$ cat config.mk
export PLATFORM = sky130hd
export DESIGN_NAME = core_sched
export DESIGN_NICKNAME = d
export VERILOG_FILES = /design/src/rtl/core_sched.sv
export SDC_FILE = /design/constraint.sdc
export NUM_CORES = 1
export LEC_CHECK = 0
export BUFFER_PORTS_ARGS = -buffer_cell sky130_fd_sc_hd__buf_2
export CORE_MARGIN = 4
export CORE_UTILIZATION = 49
export CTS_CLUSTER_DIAMETER = 120
export CTS_CLUSTER_SIZE = 10
export DETAILED_ROUTE_END_ITERATION = 8
export PLACE_DENSITY = 0.76
export SYNTH_ARGS = -nofsm -noshare
export SYNTH_HDL_FRONTEND = slang
export SYNTH_SLANG_ARGS = --single-unit
$ cat constraint.sdc
create_clock -name mc_clk -period 1.66 [get_ports mc_clk]
set_input_delay 0.332 -clock mc_clk [delete_from_list [all_inputs] [get_ports mc_clk]]
set_output_delay 0.332 -clock mc_clk [all_outputs]
set_load 0.05 [all_outputs]
$ cat src/rtl/core_sched.sv
// Job sequencer: steps mem_ctrl through load/transfer/process and deals operand pairs to PUs round-robin.
// Latency: start -> LOAD command next cycle; mc_done in XFER -> earliest pu_start two cycles later.
// Backpressure: holds in DISPATCH (001 held, no pulse) while every PU reports busy; DRAIN waits for all idle.
module core_sched #(
    parameter int NUM_PU = 4,
    parameter int ADDR_W = 6
) (
    input  logic              mc_clk,
    input  logic              mc_reset,
    input  logic              start,
    input  logic [ADDR_W-1:0] job_length,
    input  logic              abort,
    input  logic              mc_done,
    input  logic              mc_data_done,
    input  logic [NUM_PU-1:0] pu_busy,
    output logic [2:0]        mc_data_contition,
    output logic [ADDR_W-1:0] mc_data_length,
    output logic [NUM_PU-1:0] pu_start,
    output logic              busy,
    output logic              job_done,
    output logic              abort_done,
    output logic [ADDR_W:0]   pairs_issued
);

    localparam int RR_W = (NUM_PU > 1) ? $clog2(NUM_PU) : 1;

    localparam logic [2:0] C_IDLE = 3'b000;
    localparam logic [2:0] C_LOAD = 3'b100;
    localparam logic [2:0] C_XFER = 3'b010;
    localparam logic [2:0] C_PROC = 3'b001;

    typedef enum logic [2:0] {
        S_IDLE, S_LOAD, S_XFER, S_DISPATCH, S_DRAIN, S_FINISH, S_ABORT
    } state_t;

    state_t              state_q, state_d;
    logic [2:0]          cond_q, cond_d;
    logic [ADDR_W-1:0]   len_q, len_d;
    logic [NUM_PU-1:0]   pu_start_q, pu_start_d;
    logic                busy_q, busy_d;
    logic                job_done_q, job_done_d;
    logic                abort_done_q, abort_done_d;
    logic [ADDR_W:0]     pairs_q, pairs_d;
    logic [RR_W-1:0]     rr_q, rr_d;
    logic [1:0]          astep_q, astep_d;

    logic                grant_vld;
    logic [RR_W-1:0]     grant_idx;
    logic [RR_W:0]       scan_sum;
    logic [RR_W:0]       rr_next_sum;
    logic [ADDR_W:0]     pairs_inc;
    logic [ADDR_W:0]     pairs_target;

    // Rotating priority: first free unit at or above the rr pointer, wrapping modulo NUM_PU.
    always_comb begin
        grant_vld = 1'b0;
        grant_idx = '0;
        scan_sum  = '0;
        for (int i = 0; i < NUM_PU; i++) begin
            scan_sum = {1'b0, rr_q} + (RR_W+1)'(i);
            if (scan_sum >= (RR_W+1)'(NUM_PU)) begin
                scan_sum = scan_sum - (RR_W+1)'(NUM_PU);
            end
            if (!grant_vld && !pu_busy[scan_sum[RR_W-1:0]]) begin
                grant_vld = 1'b1;
                grant_idx = scan_sum[RR_W-1:0];
            end
        end
        rr_next_sum = {1'b0, grant_idx} + (RR_W+1)'(1);
        if (rr_next_sum >= (RR_W+1)'(NUM_PU)) begin
            rr_next_sum = '0;
        end
        pairs_inc    = pairs_q + (ADDR_W+1)'(1);
        pairs_target = {1'b0, len_q} + (ADDR_W+1)'(1);
    end

    // Next-state and next-output logic; every output is the registered copy of its _d.
    always_comb begin
        state_d      = state_q;
        cond_d       = cond_q;
        len_d        = len_q;
        pu_start_d   = '0;
        busy_d       = busy_q;
        job_done_d   = 1'b0;
        abort_done_d = 1'b0;
        pairs_d      = pairs_q;
        rr_d         = rr_q;
        astep_d      = astep_q;

        case (state_q)
            S_IDLE: begin
                cond_d = C_IDLE;
                busy_d = 1'b0;
                if (start) begin
                    len_d   = job_length;
                    pairs_d = '0;
                    state_d = S_LOAD;
                    cond_d  = C_LOAD;
                    busy_d  = 1'b1;
                end
            end
            S_LOAD: begin
                cond_d = C_LOAD;
                if (mc_done) begin
                    state_d = S_XFER;
                    cond_d  = C_XFER;
                end
            end
            S_XFER: begin
                cond_d = C_XFER;
                // Memory exhausted takes precedence over a pair arriving in the same cycle.
                if (mc_data_done) begin
                    state_d = S_DRAIN;
                    cond_d  = C_PROC;
                end else if (mc_done) begin
                    state_d = S_DISPATCH;
                    cond_d  = C_PROC;
                end
            end
            S_DISPATCH: begin
                cond_d = C_PROC;
                if (grant_vld) begin
                    pu_start_d[grant_idx] = 1'b1;
                    pairs_d = pairs_inc;
                    rr_d    = rr_next_sum[RR_W-1:0];
                    if (pairs_inc == pairs_target) begin
                        state_d = S_DRAIN;
                    end else begin
                        state_d = S_XFER;
                        cond_d  = C_XFER;
                    end
                end
            end
            S_DRAIN: begin
                cond_d = C_PROC;
                if (pu_busy == '0) begin
                    state_d    = S_FINISH;
                    cond_d     = C_IDLE;
                    job_done_d = 1'b1;
                end
            end
            S_FINISH: begin
                state_d = S_IDLE;
                cond_d  = C_IDLE;
                busy_d  = 1'b0;
            end
            S_ABORT: begin
                // 010 (already presented on entry), then 001, then 000 walks mem_ctrl back to idle.
                case (astep_q)
                    2'd0: begin
                        cond_d  = C_PROC;
                        astep_d = 2'd1;
                    end
                    2'd1: begin
                        cond_d       = C_IDLE;
                        abort_done_d = 1'b1;
                        astep_d      = 2'd2;
                    end
                    default: begin
                        state_d = S_IDLE;
                        cond_d  = C_IDLE;
                        busy_d  = 1'b0;
                    end
                endcase
            end
            default: begin
                state_d = S_IDLE;
                cond_d  = C_IDLE;
                busy_d  = 1'b0;
            end
        endcase

        // Cancel overrides everything outside IDLE/ABORT, including a grant being made this cycle.
        if (abort && state_q != S_IDLE && state_q != S_ABORT) begin
            state_d    = S_ABORT;
            cond_d     = C_XFER;
            astep_d    = 2'd0;
            pu_start_d = '0;
            pairs_d    = pairs_q;
            rr_d       = rr_q;
            job_done_d = 1'b0;
            busy_d     = 1'b1;
        end
    end

    // State and output registers, cleared asynchronously alongside mem_ctrl.
    always_ff @(posedge mc_clk or posedge mc_reset) begin
        if (mc_reset) begin
            state_q      <= S_IDLE;
            cond_q       <= C_IDLE;
            len_q        <= '0;
            pu_start_q   <= '0;
            busy_q       <= 1'b0;
            job_done_q   <= 1'b0;
            abort_done_q <= 1'b0;
            pairs_q      <= '0;
            rr_q         <= '0;
            astep_q      <= '0;
        end else begin
            state_q      <= state_d;
            cond_q       <= cond_d;
            len_q        <= len_d;
            pu_start_q   <= pu_start_d;
            busy_q       <= busy_d;
            job_done_q   <= job_done_d;
            abort_done_q <= abort_done_d;
            pairs_q      <= pairs_d;
            rr_q         <= rr_d;
            astep_q      <= astep_d;
        end
    end

    assign mc_data_contition = cond_q;
    assign mc_data_length    = len_q;
    assign pu_start          = pu_start_q;
    assign busy              = busy_q;
    assign job_done          = job_done_q;
    assign abort_done        = abort_done_q;
    assign pairs_issued      = pairs_q;

endmodule
==> key figures <==
Status
  – Status: finished, violations left
  – Failing checks: negative setup slack

Global route
  – First-pass GRT wire length: 7.941 mm
  – Gr ovfl total: 0
  – Antenna violations before repair: 0
  – Vias in the first global route: 1771
  – Largest net degree at the start of global routing: 31
  – Gr usage total: 20.27%

Clock network
  – TritonCTS clock tree: done
  – Clock-pin slew on the worst setup and hold paths: 0.07 ns
  – Clk sinks: 30
  – CTS H-tree lvls: 2
  – Cts hold-fix bufs: 0
  – Clk buf depth: 2
  – Clock Latency Late Sink: 0.29 ns
  – Inserted Clock Buffers: 5
  – Clk Tree Root Cell: clkbuf_8

Power and ir drop
  – Total power: 0.004972 W
  – Leak: 1.351 nW
  – P per Cell Area: 1766 mW/mm2
  – Max IR drop VDD: 1.303 mV

Critical path
  – Startpoint types: flip-flop
  – R2r startpoint: mc_data_length[1]
  – CP max-delay cell: dfrtp_2
  – R2R Path End: state_q[2]
  – Required time worst endpoint: 1.88 ns
  – Arrival time at the worst endpoint: 1.94 ns
  – Reg2reg setup slack: -0.06 ns
  – Critical path class: reg -> reg
  – Crit path largest cell delay: 0.44 ns
  – CP endpoint kind: flip-flop
  – Cell Chain, Critical Path: ha_4 -> nand3_1 -> xor2_2 -> xnor2_2 -> nand3_2 -> o31a_1 -> o21ai_1
  – Worst-path maximum fanout: 3
  – Reg2Reg Depth: 7

Synth
  – Syn Nets: 241
  – Primary FF master, synth: dfrtp_1
  – Top cells by area, synth: dfrtp_1 (40%), nand2_1 (6.4%), xor2_1 (4.7%), nor2_1 (4.2%), ha_1 (4.0%)
  – Post-synth EDFFs: 0
  – Ys Warns: 0
  – Synth Instances: 219
  – Mapped cell area: 0.001868 mm2
  – Syn Area/Cell: 8.530 um2
  – Ys async rst share: 100.0%
  – Sequential share of the synthesized area: 40.19%
  – Post-synth top area share: 40.19%
  – Number of synthesized register bits: 30
  – Synth area leader: dfrtp_1
  – Synth cell types: 51

Detailed routing
  – Vias/cell: 5.448
  – Post-DR wirelength/cell: 15.07 um
  – DR vias: 1923
  – Initial DRC count: 104
  – Final wirelength: 5.319 mm
  – First drt pass iteration count: 4
  – # DRC: 0
  – Routed Antenna Nets: 0

Layout
  – Filler Cell Count: 249
  – # nets final: 326
  – Layout cells sized above 1: 50.49%
  – Design Area, Final: 0.002815 mm2
  – Antenna diode count: 0
  – Post-layout util: 76.90%
  – Layout area overhead: 50.70%

STA
  – Min Tclk post-route: 1.721 ns
  – FMAX: 0.5811 GHz
  – RSZ-0062 raised after global routing: true
  – Fin. Hold Viols: 0
  – Worst-margin pin slew: 0.4049 ns
  – Final setup vio count: 1
  – Max Slew Vio Count: 0
  – TNS Setup: -0.06086 ns
  – Slew headroom: 72.66%
  – Setup Skew: 0.01116 ns
  – Final WS setup: -0.06086 ns
  – Period utilisation layout: 103.7%

Die
  – Die area: 0.004864 mm2
  – Starting Density: 51.03%
  – Die H: 69.75 um
  – IO Count: 39
  – Die Wd: 69.75 um
  – Core area: 0.003661 mm2
  – Core Rows: 22

Placed design
  – Placed Instance Area: 0.002456 mm2
  – # port buffers: 38
  – Hpwl dp: 3.587 mm
  – Final GP Congestion: 0.9130
  – DP Worst Slack: -0.2355 ns

Flow run
  – Max_cap viols: 0

Worst hold path
  – HP Class: in -> async
how the worst max path moves through the flow:
stage | startpoint | end | cells after the start
floorplan | pu_busy[1] | state_q[2] | 6
global placement | pu_busy[1] | state_q[2] | 7
detailed placement | pu_busy[1] | state_q[2] | 7
CTS | state_q[1] | state_q[2] | 6
global route | pairs_issued[0] | state_q[2] | 7
finish | mc_data_length[1] | state_q[2] | 7
layout by cell type (no fill, tap or decap), types with 3 or more instances in the layout:
cell type,n
buf_4,41
buf_2,38
nand2_1,27
nor2_1,19
dfrtp_1,17
dfrtp_2,13
inv_1,9
o21ai_1,9
a21oi_1,7
nand3_1,6
xor2_1,6
buf_6,6
xnor2_1,5
and2_1,5
clkbuf_8,5
nand3_2,4
o22ai_1,4
xor2_2,4
o21ai_0,4
ha_1,4
nand2_2,3
and3_1,3
nor3_1,3
xnor2_2,3
state kept, by name, summed over array words and instances, names as in the netlist:
register	flops
pairs_issued	7
mc_data_length	6
pu_start	4
mc_data_contition	3
state_q	3
astep_q	2
rr_q	2
abort_done	1
busy	1
job_done	1
routing by layer:
layer,vias to the layer above,GRT usage [%],part of all wire (%)
li1,931,-,-
met2,65,35.91,51
met4,0,5.957,1.7
met3,9,5.072,5.7
met5,-,0,0
met1,918,24.18,42
critical path: cells and delay by family, from the launching register on:
family | cells | cell delay (ns)
AO/OA/AOI/OAI | 2 | 0.41
AND/OR/NAND/NOR | 2 | 0.26
flip-flops | 1 | 0.44
adder cells (fa/ha/maj) | 1 | 0.18
XOR/XNOR | 2 | 0.36
report_power, final:
group,switching [W],internal [W]
registers,0.000278,0.000977
logic,0.00179,0.00135
clock network,0.000287,0.000290
total,0.00236,0.00262
per-stage QoR:
step	hold slack, ns	instances
2_1_floorplan	0.4029	219
3_3_place_gp	0.4260	339
3_5_place_dp	0.4411	339
4_1_cts	0.1318	347
5_1_grt	0.1806	353
6_report	0.1343	353
logic make-up (layout without fill, tap and decap cells):
group	Yosys count	count (layout)	synth area share, %
buffers and inverters	19	105	4.286
AND/OR/NAND/NOR	92	92	23.58
AO/OA/AOI/OAI	53	53	18.89
XOR/XNOR	18	18	8.439
adder cells (fa/ha/maj)	6	6	4.019
flip-flops	30	30	40.19
multiplexers	1	1	0.6028
cell type report:
class | count | area [um2] | share of cell area (%)
Timing Repair Buffer | 86 | 580.6 | 20.62
Inverter | 11 | 43.79 | 1.556
Multi-Input combinational cell | 170 | 1281 | 45.51
Tap cell | 48 | 60.06 | 2.133
Clock inverter | 2 | 10.01 | 0.3556
Sequential cell | 30 | 767.0 | 27.24
Clock buffer | 6 | 72.57 | 2.578
synthesized netlist by cell type, drive strengths merged, types with 2 or more instances:
cell	count
o22a	2
nor3	6
o21a	2
or2	2
ha	6
a31oi	2
nor2	22
or3	2
nor2b	2
inv	11
and2	5
xnor2	8
and3	4
buf	2
a21oi	10
dfrtp	30
nand3	10
nand2b	3
o22ai	7
o31ai	4
nand2	32
clkbuf	6
xor2	10
o21ai	15
timing repair:
item                                    in CTS  in global routing
pin swaps                                    5                 16
resized for setup                            8                 52
setup buffers                                0                  5
endpoints found under the setup margin       6                 14
gates cloned                                 0                  1
Note: power is estimated with default switching activity, not from simulation.
